`src/rtl/spi_mem_ctrl_pkg.sv`:
```
// Shared types and constants for the SPI-to-memory command sequencer.
package spi_mem_ctrl_pkg;

  localparam int CMD_WIDTH = 2;
  localparam int ERR_WIDTH = 3;

  // Bit positions inside the sticky err vector
  localparam int ERR_OVF = 0;
  localparam int ERR_SEQ = 1;
  localparam int ERR_TMO = 2;

  typedef enum logic [1:0] {
    WR_ADDR = 2'b00,
    WR_DATA = 2'b01,
    RD_ADDR = 2'b10,
    RD_DATA = 2'b11
  } spi_cmd_e;

  typedef enum logic [2:0] {
    IDLE    = 3'd0,
    MEM_WR  = 3'd1,
    MEM_RD  = 3'd2,
    RD_WAIT = 3'd3,
    TX      = 3'd4
  } mem_ctrl_state_e;

endpackage

```
`src/rtl/spi_mem_ctrl_if.sv`:
```
// Bus bundle between the sequencer, the SPI slave and the shared memory port.
interface spi_mem_ctrl_if
  import spi_mem_ctrl_pkg::*;
#(
  parameter int ADDR_WIDTH = 8,
  parameter int DATA_WIDTH = 8
);

  logic [CMD_WIDTH+ADDR_WIDTH-1:0] rx_data;
  logic                            rx_valid;
  logic [DATA_WIDTH-1:0]           tx_data;
  logic                            tx_valid;
  logic                            mem_req;
  logic                            mem_we;
  logic [ADDR_WIDTH-1:0]           mem_addr;
  logic [DATA_WIDTH-1:0]           mem_wdata;
  logic                            mem_gnt;
  logic [DATA_WIDTH-1:0]           mem_rdata;
  logic                            mem_rvalid;
  logic                            busy;
  logic [ERR_WIDTH-1:0]            err;
  logic                            err_clr;

  // The sequencer side: it masters the memory port
  modport master (
    input  rx_data, rx_valid, mem_gnt, mem_rdata, mem_rvalid, err_clr,
    output tx_data, tx_valid, mem_req, mem_we, mem_addr, mem_wdata, busy, err
  );

  // The environment side: SPI slave, memory arbiter and status reader
  modport slave (
    output rx_data, rx_valid, mem_gnt, mem_rdata, mem_rvalid, err_clr,
    input  tx_data, tx_valid, mem_req, mem_we, mem_addr, mem_wdata, busy, err
  );

endinterface

```
`src/rtl/spi_mem_ctrl_frame_buf.sv`:
```
// One-entry frame buffer between the SPI slave and the command FSM.
// A push into a full buffer that is not being popped is dropped and flagged.
module spi_mem_ctrl_frame_buf #(
  parameter int WIDTH = 10
) (
  input  logic             clk,
  input  logic             rst,
  input  logic             push,
  input  logic [WIDTH-1:0] push_data,
  input  logic             pop,
  output logic             full,
  output logic [WIDTH-1:0] data,
  output logic             ovf
);

  logic             buf_vld_q, buf_vld_d;
  logic [WIDTH-1:0] buf_data_q, buf_data_d;

  // Next-state: load when empty or freed this cycle, otherwise drain on pop
  always_comb begin
    buf_vld_d  = buf_vld_q;
    buf_data_d = buf_data_q;
    ovf        = 1'b0;
    if (push && (!buf_vld_q || pop)) begin
      buf_vld_d  = 1'b1;
      buf_data_d = push_data;
    end else begin
      if (pop) begin
        buf_vld_d = 1'b0;
      end
      if (push) begin
        ovf = 1'b1;
      end
    end
  end

  // Buffer registers
  always_ff @(posedge clk or posedge rst) begin
    if (rst) begin
      buf_vld_q  <= 1'b0;
      buf_data_q <= '0;
    end else begin
      buf_vld_q  <= buf_vld_d;
      buf_data_q <= buf_data_d;
    end
  end

  assign full = buf_vld_q;
  assign data = buf_data_q;

endmodule

```
`src/rtl/spi_mem_ctrl.sv`:
```
// Command sequencer: decodes SPI frames, keeps the write/read address
// registers and runs single memory accesses over a shared req/gnt port.
// All bus outputs are registered so they stay stable while waiting for gnt.
module spi_mem_ctrl
  import spi_mem_ctrl_pkg::*;
#(
  parameter int ADDR_WIDTH = 8,
  parameter int DATA_WIDTH = 8,
  parameter int TIMEOUT    = 16
) (
  input  logic          clk,
  input  logic          rst,
  spi_mem_ctrl_if.master bus
);

  localparam int FRAME_WIDTH = CMD_WIDTH + ADDR_WIDTH;
  localparam int CNT_WIDTH   = $clog2(TIMEOUT + 1);
  localparam logic [CNT_WIDTH-1:0] CNT_LAST = CNT_WIDTH'(TIMEOUT - 1);

  mem_ctrl_state_e       state_q, state_d;
  logic [ADDR_WIDTH-1:0] wr_addr_q, wr_addr_d;
  logic [ADDR_WIDTH-1:0] rd_addr_q, rd_addr_d;
  logic                  rd_addr_vld_q, rd_addr_vld_d;
  logic [CNT_WIDTH-1:0]  tmo_cnt_q, tmo_cnt_d;
  logic                  mem_req_q, mem_req_d;
  logic                  mem_we_q, mem_we_d;
  logic [ADDR_WIDTH-1:0] mem_addr_q, mem_addr_d;
  logic [DATA_WIDTH-1:0] mem_wdata_q, mem_wdata_d;
  logic [DATA_WIDTH-1:0] tx_data_q, tx_data_d;
  logic                  tx_valid_q, tx_valid_d;
  logic [ERR_WIDTH-1:0]  err_q, err_d;

  logic                   buf_full;
  logic                   buf_pop;
  logic                   buf_ovf;
  logic [FRAME_WIDTH-1:0] buf_data;
  spi_cmd_e               cmd;
  logic [ADDR_WIDTH-1:0]  payload;
  logic                   seq_evt;
  logic                   tmo_evt;

  spi_mem_ctrl_frame_buf #(
    .WIDTH(FRAME_WIDTH)
  ) u_frame_buf (
    .clk      (clk),
    .rst      (rst),
    .push     (bus.rx_valid),
    .push_data(bus.rx_data),
    .pop      (buf_pop),
    .full     (buf_full),
    .data     (buf_data),
    .ovf      (buf_ovf)
  );

  assign cmd     = spi_cmd_e'(buf_data[FRAME_WIDTH-1:ADDR_WIDTH]);
  assign payload = buf_data[ADDR_WIDTH-1:0];

  // Next-state and output decode; every access ends on gnt/rvalid or timeout
  always_comb begin
    state_d       = state_q;
    wr_addr_d     = wr_addr_q;
    rd_addr_d     = rd_addr_q;
    rd_addr_vld_d = rd_addr_vld_q;
    tmo_cnt_d     = tmo_cnt_q;
    mem_req_d     = mem_req_q;
    mem_we_d      = mem_we_q;
    mem_addr_d    = mem_addr_q;
    mem_wdata_d   = mem_wdata_q;
    tx_data_d     = tx_data_q;
    tx_valid_d    = 1'b0;
    buf_pop       = 1'b0;
    seq_evt       = 1'b0;
    tmo_evt       = 1'b0;

    case (state_q)
      IDLE: begin
        if (buf_full) begin
          buf_pop = 1'b1;
          case (cmd)
            WR_ADDR: wr_addr_d = payload;
            RD_ADDR: begin
              rd_addr_d     = payload;
              rd_addr_vld_d = 1'b1;
            end
            WR_DATA: begin
              state_d     = MEM_WR;
              mem_req_d   = 1'b1;
              mem_we_d    = 1'b1;
              mem_addr_d  = wr_addr_q;
              mem_wdata_d = DATA_WIDTH'(payload);
              tmo_cnt_d   = '0;
            end
            RD_DATA: begin
              if (rd_addr_vld_q) begin
                state_d    = MEM_RD;
                mem_req_d  = 1'b1;
                mem_we_d   = 1'b0;
                mem_addr_d = rd_addr_q;
                tmo_cnt_d  = '0;
              end else begin
                seq_evt = 1'b1;
              end
            end
            default: ;
          endcase
        end
      end
      MEM_WR: begin
        if (bus.mem_gnt) begin
          mem_req_d = 1'b0;
          state_d   = IDLE;
        end else if (tmo_cnt_q == CNT_LAST) begin
          mem_req_d = 1'b0;
          tmo_evt   = 1'b1;
          state_d   = IDLE;
        end else begin
          tmo_cnt_d = tmo_cnt_q + 1'b1;
        end
      end
      MEM_RD: begin
        if (bus.mem_gnt) begin
          mem_req_d = 1'b0;
          tmo_cnt_d = '0;
          state_d   = RD_WAIT;
        end else if (tmo_cnt_q == CNT_LAST) begin
          mem_req_d = 1'b0;
          tmo_evt   = 1'b1;
          state_d   = IDLE;
        end else begin
          tmo_cnt_d = tmo_cnt_q + 1'b1;
        end
      end
      RD_WAIT: begin
        if (bus.mem_rvalid) begin
          tx_data_d  = bus.mem_rdata;
          tx_valid_d = 1'b1;
          state_d    = TX;
        end else if (tmo_cnt_q == CNT_LAST) begin
          tmo_evt = 1'b1;
          state_d = IDLE;
        end else begin
          tmo_cnt_d = tmo_cnt_q + 1'b1;
        end
      end
      TX: state_d = IDLE;
      default: state_d = IDLE;
    endcase

    err_d = bus.err_clr ? '0 : err_q;
    if (buf_ovf) err_d[ERR_OVF] = 1'b1;
    if (seq_evt) err_d[ERR_SEQ] = 1'b1;
    if (tmo_evt) err_d[ERR_TMO] = 1'b1;
  end

  // Sequencer registers; reset drops any access in flight immediately
  always_ff @(posedge clk or posedge rst) begin
    if (rst) begin
      state_q       <= IDLE;
      wr_addr_q     <= '0;
      rd_addr_q     <= '0;
      rd_addr_vld_q <= 1'b0;
      tmo_cnt_q     <= '0;
      mem_req_q     <= 1'b0;
      mem_we_q      <= 1'b0;
      mem_addr_q    <= '0;
      mem_wdata_q   <= '0;
      tx_data_q     <= '0;
      tx_valid_q    <= 1'b0;
      err_q         <= '0;
    end else begin
      state_q       <= state_d;
      wr_addr_q     <= wr_addr_d;
      rd_addr_q     <= rd_addr_d;
      rd_addr_vld_q <= rd_addr_vld_d;
      tmo_cnt_q     <= tmo_cnt_d;
      mem_req_q     <= mem_req_d;
      mem_we_q      <= mem_we_d;
      mem_addr_q    <= mem_addr_d;
      mem_wdata_q   <= mem_wdata_d;
      tx_data_q     <= tx_data_d;
      tx_valid_q    <= tx_valid_d;
      err_q         <= err_d;
    end
  end

  assign bus.mem_req   = mem_req_q;
  assign bus.mem_we    = mem_we_q;
  assign bus.mem_addr  = mem_addr_q;
  assign bus.mem_wdata = mem_wdata_q;
  assign bus.tx_data   = tx_data_q;
  assign bus.tx_valid  = tx_valid_q;
  assign bus.err       = err_q;
  assign bus.busy      = (state_q != IDLE) || buf_full;

endmodule
```
`src/flat_wrapper.sv`:
```
// flat-port wrapper written by rule: the top's interface ports become plain ports
module spi_mem_ctrl_flat import spi_mem_ctrl_pkg::*;
#(
  parameter int ADDR_WIDTH = 8,
  parameter int DATA_WIDTH = 8,
  parameter int TIMEOUT    = 16
)
  (clk, rst, bus_rx_data, bus_rx_valid, bus_mem_gnt, bus_mem_rdata, bus_mem_rvalid, bus_err_clr, bus_tx_data, bus_tx_valid, bus_mem_req, bus_mem_we, bus_mem_addr, bus_mem_wdata, bus_busy, bus_err);
  spi_mem_ctrl_if #(.ADDR_WIDTH(ADDR_WIDTH), .DATA_WIDTH(DATA_WIDTH)) bus_i ();
  input  logic clk;
  input  logic rst;
  input wire logic [$bits(bus_i.rx_data)-1:0] bus_rx_data;
  input wire logic [$bits(bus_i.rx_valid)-1:0] bus_rx_valid;
  input wire logic [$bits(bus_i.mem_gnt)-1:0] bus_mem_gnt;
  input wire logic [$bits(bus_i.mem_rdata)-1:0] bus_mem_rdata;
  input wire logic [$bits(bus_i.mem_rvalid)-1:0] bus_mem_rvalid;
  input wire logic [$bits(bus_i.err_clr)-1:0] bus_err_clr;
  output wire logic [$bits(bus_i.tx_data)-1:0] bus_tx_data;
  output wire logic [$bits(bus_i.tx_valid)-1:0] bus_tx_valid;
  output wire logic [$bits(bus_i.mem_req)-1:0] bus_mem_req;
  output wire logic [$bits(bus_i.mem_we)-1:0] bus_mem_we;
  output wire logic [$bits(bus_i.mem_addr)-1:0] bus_mem_addr;
  output wire logic [$bits(bus_i.mem_wdata)-1:0] bus_mem_wdata;
  output wire logic [$bits(bus_i.busy)-1:0] bus_busy;
  output wire logic [$bits(bus_i.err)-1:0] bus_err;
  assign bus_i.rx_data = bus_rx_data;
  assign bus_i.rx_valid = bus_rx_valid;
  assign bus_i.mem_gnt = bus_mem_gnt;
  assign bus_i.mem_rdata = bus_mem_rdata;
  assign bus_i.mem_rvalid = bus_mem_rvalid;
  assign bus_i.err_clr = bus_err_clr;
  assign bus_tx_data = bus_i.tx_data;
  assign bus_tx_valid = bus_i.tx_valid;
  assign bus_mem_req = bus_i.mem_req;
  assign bus_mem_we = bus_i.mem_we;
  assign bus_mem_addr = bus_i.mem_addr;
  assign bus_mem_wdata = bus_i.mem_wdata;
  assign bus_busy = bus_i.busy;
  assign bus_err = bus_i.err;
  spi_mem_ctrl #(.ADDR_WIDTH(ADDR_WIDTH), .DATA_WIDTH(DATA_WIDTH), .TIMEOUT(TIMEOUT)) u_core (.clk(clk), .rst(rst), .bus(bus_i));
endmodule
```
`config.mk`:
```
export PLATFORM = sky130hd
export DESIGN_NAME = spi_mem_ctrl_flat
export DESIGN_NICKNAME = d
export VERILOG_FILES = /design/src/rtl/spi_mem_ctrl_pkg.sv /design/src/rtl/spi_mem_ctrl_if.sv /design/src/rtl/spi_mem_ctrl_frame_buf.sv /design/src/rtl/spi_mem_ctrl.sv /design/src/flat_wrapper.sv
export SDC_FILE = /design/constraint.sdc
export NUM_CORES = 1
export LEC_CHECK = 0
export CAP_MARGIN = 40
export CORE_UTILIZATION = 55
export DETAILED_ROUTE_END_ITERATION = 7
export DONT_BUFFER_PORTS = 1
export GPL_TIMING_DRIVEN = 0
export PLACE_DENSITY = 0.7
export SLEW_MARGIN = 30
export SYNTH_ARGS = -nofsm -noshare
export SYNTH_HDL_FRONTEND = slang
export SYNTH_HIERARCHICAL = 1
export SYNTH_SLANG_ARGS = --single-unit
```
`constraint.sdc`:
```
create_clock -name clk -period 4.2 [get_ports clk]
set_clock_uncertainty 0.15 [all_clocks]
set_input_delay 0.21 -clock clk [delete_from_list [all_inputs] [get_ports clk]]
set_output_delay 0.21 -clock clk [all_outputs]
set_load 0.05 [all_outputs]
```
==> results by group <==
Logic synthesis
  – Most used standard cells in the synthesized netlist: sky130_fd_sc_hd__dfrtp_1, sky130_fd_sc_hd__nand2_1, sky130_fd_sc_hd__mux2_4
  – Largest area contributor in the synthesized netlist: sky130_fd_sc_hd__dfrtp_1
  – Total of warnings raised by yosys: 6
  – Cells taking the most area after synthesis: sky130_fd_sc_hd__dfrtp_1, sky130_fd_sc_hd__mux2_4, sky130_fd_sc_hd__mux2_2, sky130_fd_sc_hd__nand2_1, sky130_fd_sc_hd__mux2i_1
  – Cells after Synth: ~230
  – Post-synth design cell area: about 2900 um2
  – Fraction of synthesized cell area in xor and xnor cells: 0.00305
  – Most numerous cell in the Yosys netlist: sky130_fd_sc_hd__dfrtp_1
  – Distinct cells, synth: 40
  – Combinational family with the most area after synthesis: multiplexers
  – Async set-or-reset flop fraction in the synthesized netlist: 1.00
  – Synth Area in Compound Gates: 0.0675
  – Multiplexer share of the synthesized area: 0.189
  – Most used flip-flop cell after synthesis: sky130_fd_sc_hd__dfrtp_1
  – Post-Syn Nets: 257
  – Sequential cell area fraction in the yosys report: 0.575
  – Synth top area share: 0.575
  – Number of synthesized register bits: 66
  – Simple-gate portion of the synthesized area: 0.123
  – Post-Synthesis Mean Instance Area: between 10 and 15 um2
  – Adder-cell area share of the yosys netlist: 0.00436
  – Number of enable flip-flop cells after synthesis: 0

Timing
  – Fin crit period: 2300 ps
  – Number of failing hold endpoints at the final stage: 0
  – Final setup violating endpoints: 0
  – Smallest setup slack after layout: between 1500 and 2000 ps
  – Unrepaired setup endpoints after global routing: false
  – Actual slew at the worst max-slew pin: 613 ps
  – Maximum achievable frequency: 434 MHz
  – Relative slew slack: 0.590
  – Count of final max-slew check failures: 0
  – Setup TNS: 0 ps
  – Final Cycle Share: 0.548

CTS
  – Post-cts hold buffer count: 22
  – Clock slew at reported path FFs: around 60 ps
  – Number of clock sinks: between 60 and 70
  – Buffer levels on the longest clock path: 2
  – Root buffer cell: sky130_fd_sc_hd__clkbuf_8
  – Post-CTS setup repair buffer count: 0
  – Post-CTS resize count: 0
  – Latest clock arrival within the worst-skew pair: between 300 and 400 ps
  – H-tree level count: 3
  – Clock tree from TritonCTS: built
  – Number of CTS-inserted buffers: 9

Hold path
  – Worst min path class: input pin to flop
  – Hold path startpoint: bus_mem_rvalid

Final layout
  – Layout-stage area growth over the synthesis result: 17.6%
  – Nets@finish: 291
  – Proportion of layout cells with a drive suffix above 1: 0.234
  – Number of filler cells placed in the layout: 381
  – Count of inserted antenna diode cells: 0

Route
  – Number of DRC violations after detailed routing: 0
  – DR vias: 1821
  – Number of nets with antenna violations after detailed routing: 0
  – Initial detailed-routing violation count: 73
  – Total Routed Length: approximately 5600 um
  – 1st-pass router iterations: 5
  – Post-detailed-route via-to-cell ratio: around 5.4
  – Post-detailed-route wirelength per cell: approximately 17 um

Setup path
  – Start point of the critical path: u_core/state_q[0]
  – Most common cell type on the critical path: sky130_fd_sc_hd__buf_6
  – Kind of end point of the critical path: flop
  – Critical path data required time: 4310 ps
  – Cell family with most CP delay: simple AND/OR/NAND/NOR gates
  – Max stage delay cell, worst path: sky130_fd_sc_hd__nor3b_2
  – Cell chain of the critical path: buf_6, or4b_4, buf_6, nor3b_2, buf_6, nor2_1, a21oi_1
  – Reg-to-reg setup timing slack: between 1500 and 2000 ps
  – Setup CP Type: flop to flop
  – CP arrival: roughly 2400 ps
  – Crit-path max cell delay: 520 ps
  – Critical register-to-register path startpoint: u_core/state_q[0]
  – Type of origin of the critical path: flop
  – Worst R2R End: u_core/bus.mem_addr[1]
  – Critical path depth: 7
  – Worst Setup EP: u_core/bus.mem_addr[1]
  – Worst reg2reg path depth: 7
  – Bufs and invs on worst path: 3
  – Crit-path max FO: 10

Global routing
  – Sum of overflow across all layers after global routing: 0
  – Number of global-route vias before repair: 1865
  – Pin count of the biggest net entering global routing: 49
  – Global-route wire length before repair: 8910 um
  – Number of antenna violations at the first check in global routing: 0
  – GRT Overall Usage: 0.225

Placement
  – Buffers on Ports: 0
  – Pre-CTS setup slack: 1890 ps
  – Routability-driven placement congestion ratio: just over 0.8
  – HPWL after detailed placement: 3580 um

Pwr
  – Largest voltage drop on the vdd net: 0.459 mV
  – Static Leak: 1.63 nW
  – Power density relative to cell area: 881 nW/um2
  – Overall power: 0.00298 W

Die
  – Die Height: roughly 74 um
  – Std-Cell Core Area: 4880 um2
  – DIE WIDTH: 74.3 um
  – Number of top-level pins: 55
  – Full die area: around 5500 um2
  – Cell Rows: 25
  – Effective utilization at floorplan: 0.589

Outcome
  – Run status: finished, final reports clean

Job
  – Count of max-cap constraint violations: 0
[cell type report]
cell class	instances	area, um2	share of cell area
flip-flops and latches	66	1650	0.489
multi-input cells	146	1110	0.328
repair buffers	23	248	0.0733
clock buffers	10	128	0.0378
well taps	67	83.8	0.0248
plain buffers	8	65.1	0.0193
inverters	12	48.8	0.0144
clock inverters	4	45.0	0.0133
[worst reg2reg max path, cell delays in order, from the launching register on]
cell and delay, ps:
sky130_fd_sc_hd__dfrtp_1 370, sky130_fd_sc_hd__buf_6 130, sky130_fd_sc_hd__or4b_4 510, sky130_fd_sc_hd__buf_6 150, sky130_fd_sc_hd__nor3b_2 520, sky130_fd_sc_hd__buf_6 230
sky130_fd_sc_hd__nor2_1 50, sky130_fd_sc_hd__a21oi_1 120
[how the worst min path moves through the flow]
stage | to | depth (start not counted)
2_1_floorplan | u_core/u_frame_buf/data[0] | 1
3_3_place_gp | u_core/u_frame_buf/data[9] | 1
3_5_place_dp | u_core/bus.err[0] | 1
4_1_cts | u_core/state_q[1] | 3
5_1_grt | u_core/state_q[1] | 3
6_report | u_core/state_q[1] | 3
[per-stage QoR]
stage | instances | cell area, um2 | util | hold slack [ps]
6_report | 336 | 3380 | 0.693 | 35.3
5_1_grt | 336 | 3380 | 0.693 | 22.5
4_1_cts | 336 | 3380 | 0.693 | 14.8
3_5_place_dp | 300 | 2990 | 0.612 | -159
3_3_place_gp | 299 | 2960 | 0.606 | -29.7
2_1_floorplan | 232 | 2870 | - | -87.6
[metal layers]
metal | track usage | vias to the layer above | wire (um) | part of all wire
met5 | 0 | - | 0 | 0
met4 | 0.0818 | 0 | 61 | 0.011
met3 | 0.0935 | 8 | 335 | 0.060
met2 | 0.363 | 48 | 2790 | 0.50
met1 | 0.274 | 907 | 2370 | 0.43
li1 | - | 858 | - | -
[state kept, by name, indices dropped and copies added (netlist names)]
signal and cells:
u_core/u_frame_buf/data 10, u_core/bus.mem_addr 8, u_core/bus.mem_wdata 8, u_core/bus.tx_data 8
u_core/rd_addr_q 8, u_core/wr_addr_q 8, u_core/tmo_cnt_q 5, u_core/bus.err 3
u_core/state_q 3, u_core/bus.mem_req 1, u_core/bus.mem_we 1, u_core/bus.tx_valid 1
u_core/rd_addr_vld_q 1, u_core/u_frame_buf/full 1
[where the power goes]
group / leakage, nW / total, W / internal (W) / switching (W)
sequential: 0.800 / 0.00157 / 0.000913 / 0.000661
combinational: 0.742 / 0.000920 / 0.000499 / 0.000421
clock: 0.0918 / 0.000482 / 0.000264 / 0.000218
total: 1.63 / 0.00298 / 0.00168 / 0.00130
[cell usage in the layout, fill, tap and decap left out, types with 2 or more instances in the layout]
cell	instances
sky130_fd_sc_hd__dfrtp_1	66
sky130_fd_sc_hd__nand2_1	37
sky130_fd_sc_hd__dlygate4sd3_1	22
sky130_fd_sc_hd__mux2_4	18
sky130_fd_sc_hd__mux2_2	17
sky130_fd_sc_hd__nor2_1	15
sky130_fd_sc_hd__a21oi_1	13
sky130_fd_sc_hd__clkbuf_8	9
sky130_fd_sc_hd__inv_1	9
sky130_fd_sc_hd__mux2i_1	8
sky130_fd_sc_hd__o21ai_0	5
sky130_fd_sc_hd__clkinv_2	4
sky130_fd_sc_hd__buf_6	4
sky130_fd_sc_hd__clkbuf_1	3
sky130_fd_sc_hd__nor2b_1	3
sky130_fd_sc_hd__a32o_1	3
sky130_fd_sc_hd__and3_1	2
sky130_fd_sc_hd__nand3_1	2
sky130_fd_sc_hd__nand4_1	2
sky130_fd_sc_hd__a41oi_1	2
[cell families after synthesis]
| kind of cell | Yosys count |
|---|---|
| muxes | 43 |
| DFF | 66 |
| and+or+nand+nor | 71 |
| adders and majority gates | 1 |
| AOI/OAI and AO/OA | 30 |
| buffers and inverters | 20 |
| xor gates and xnor gates | 1 |
Power figures use the tool's default switching activity.
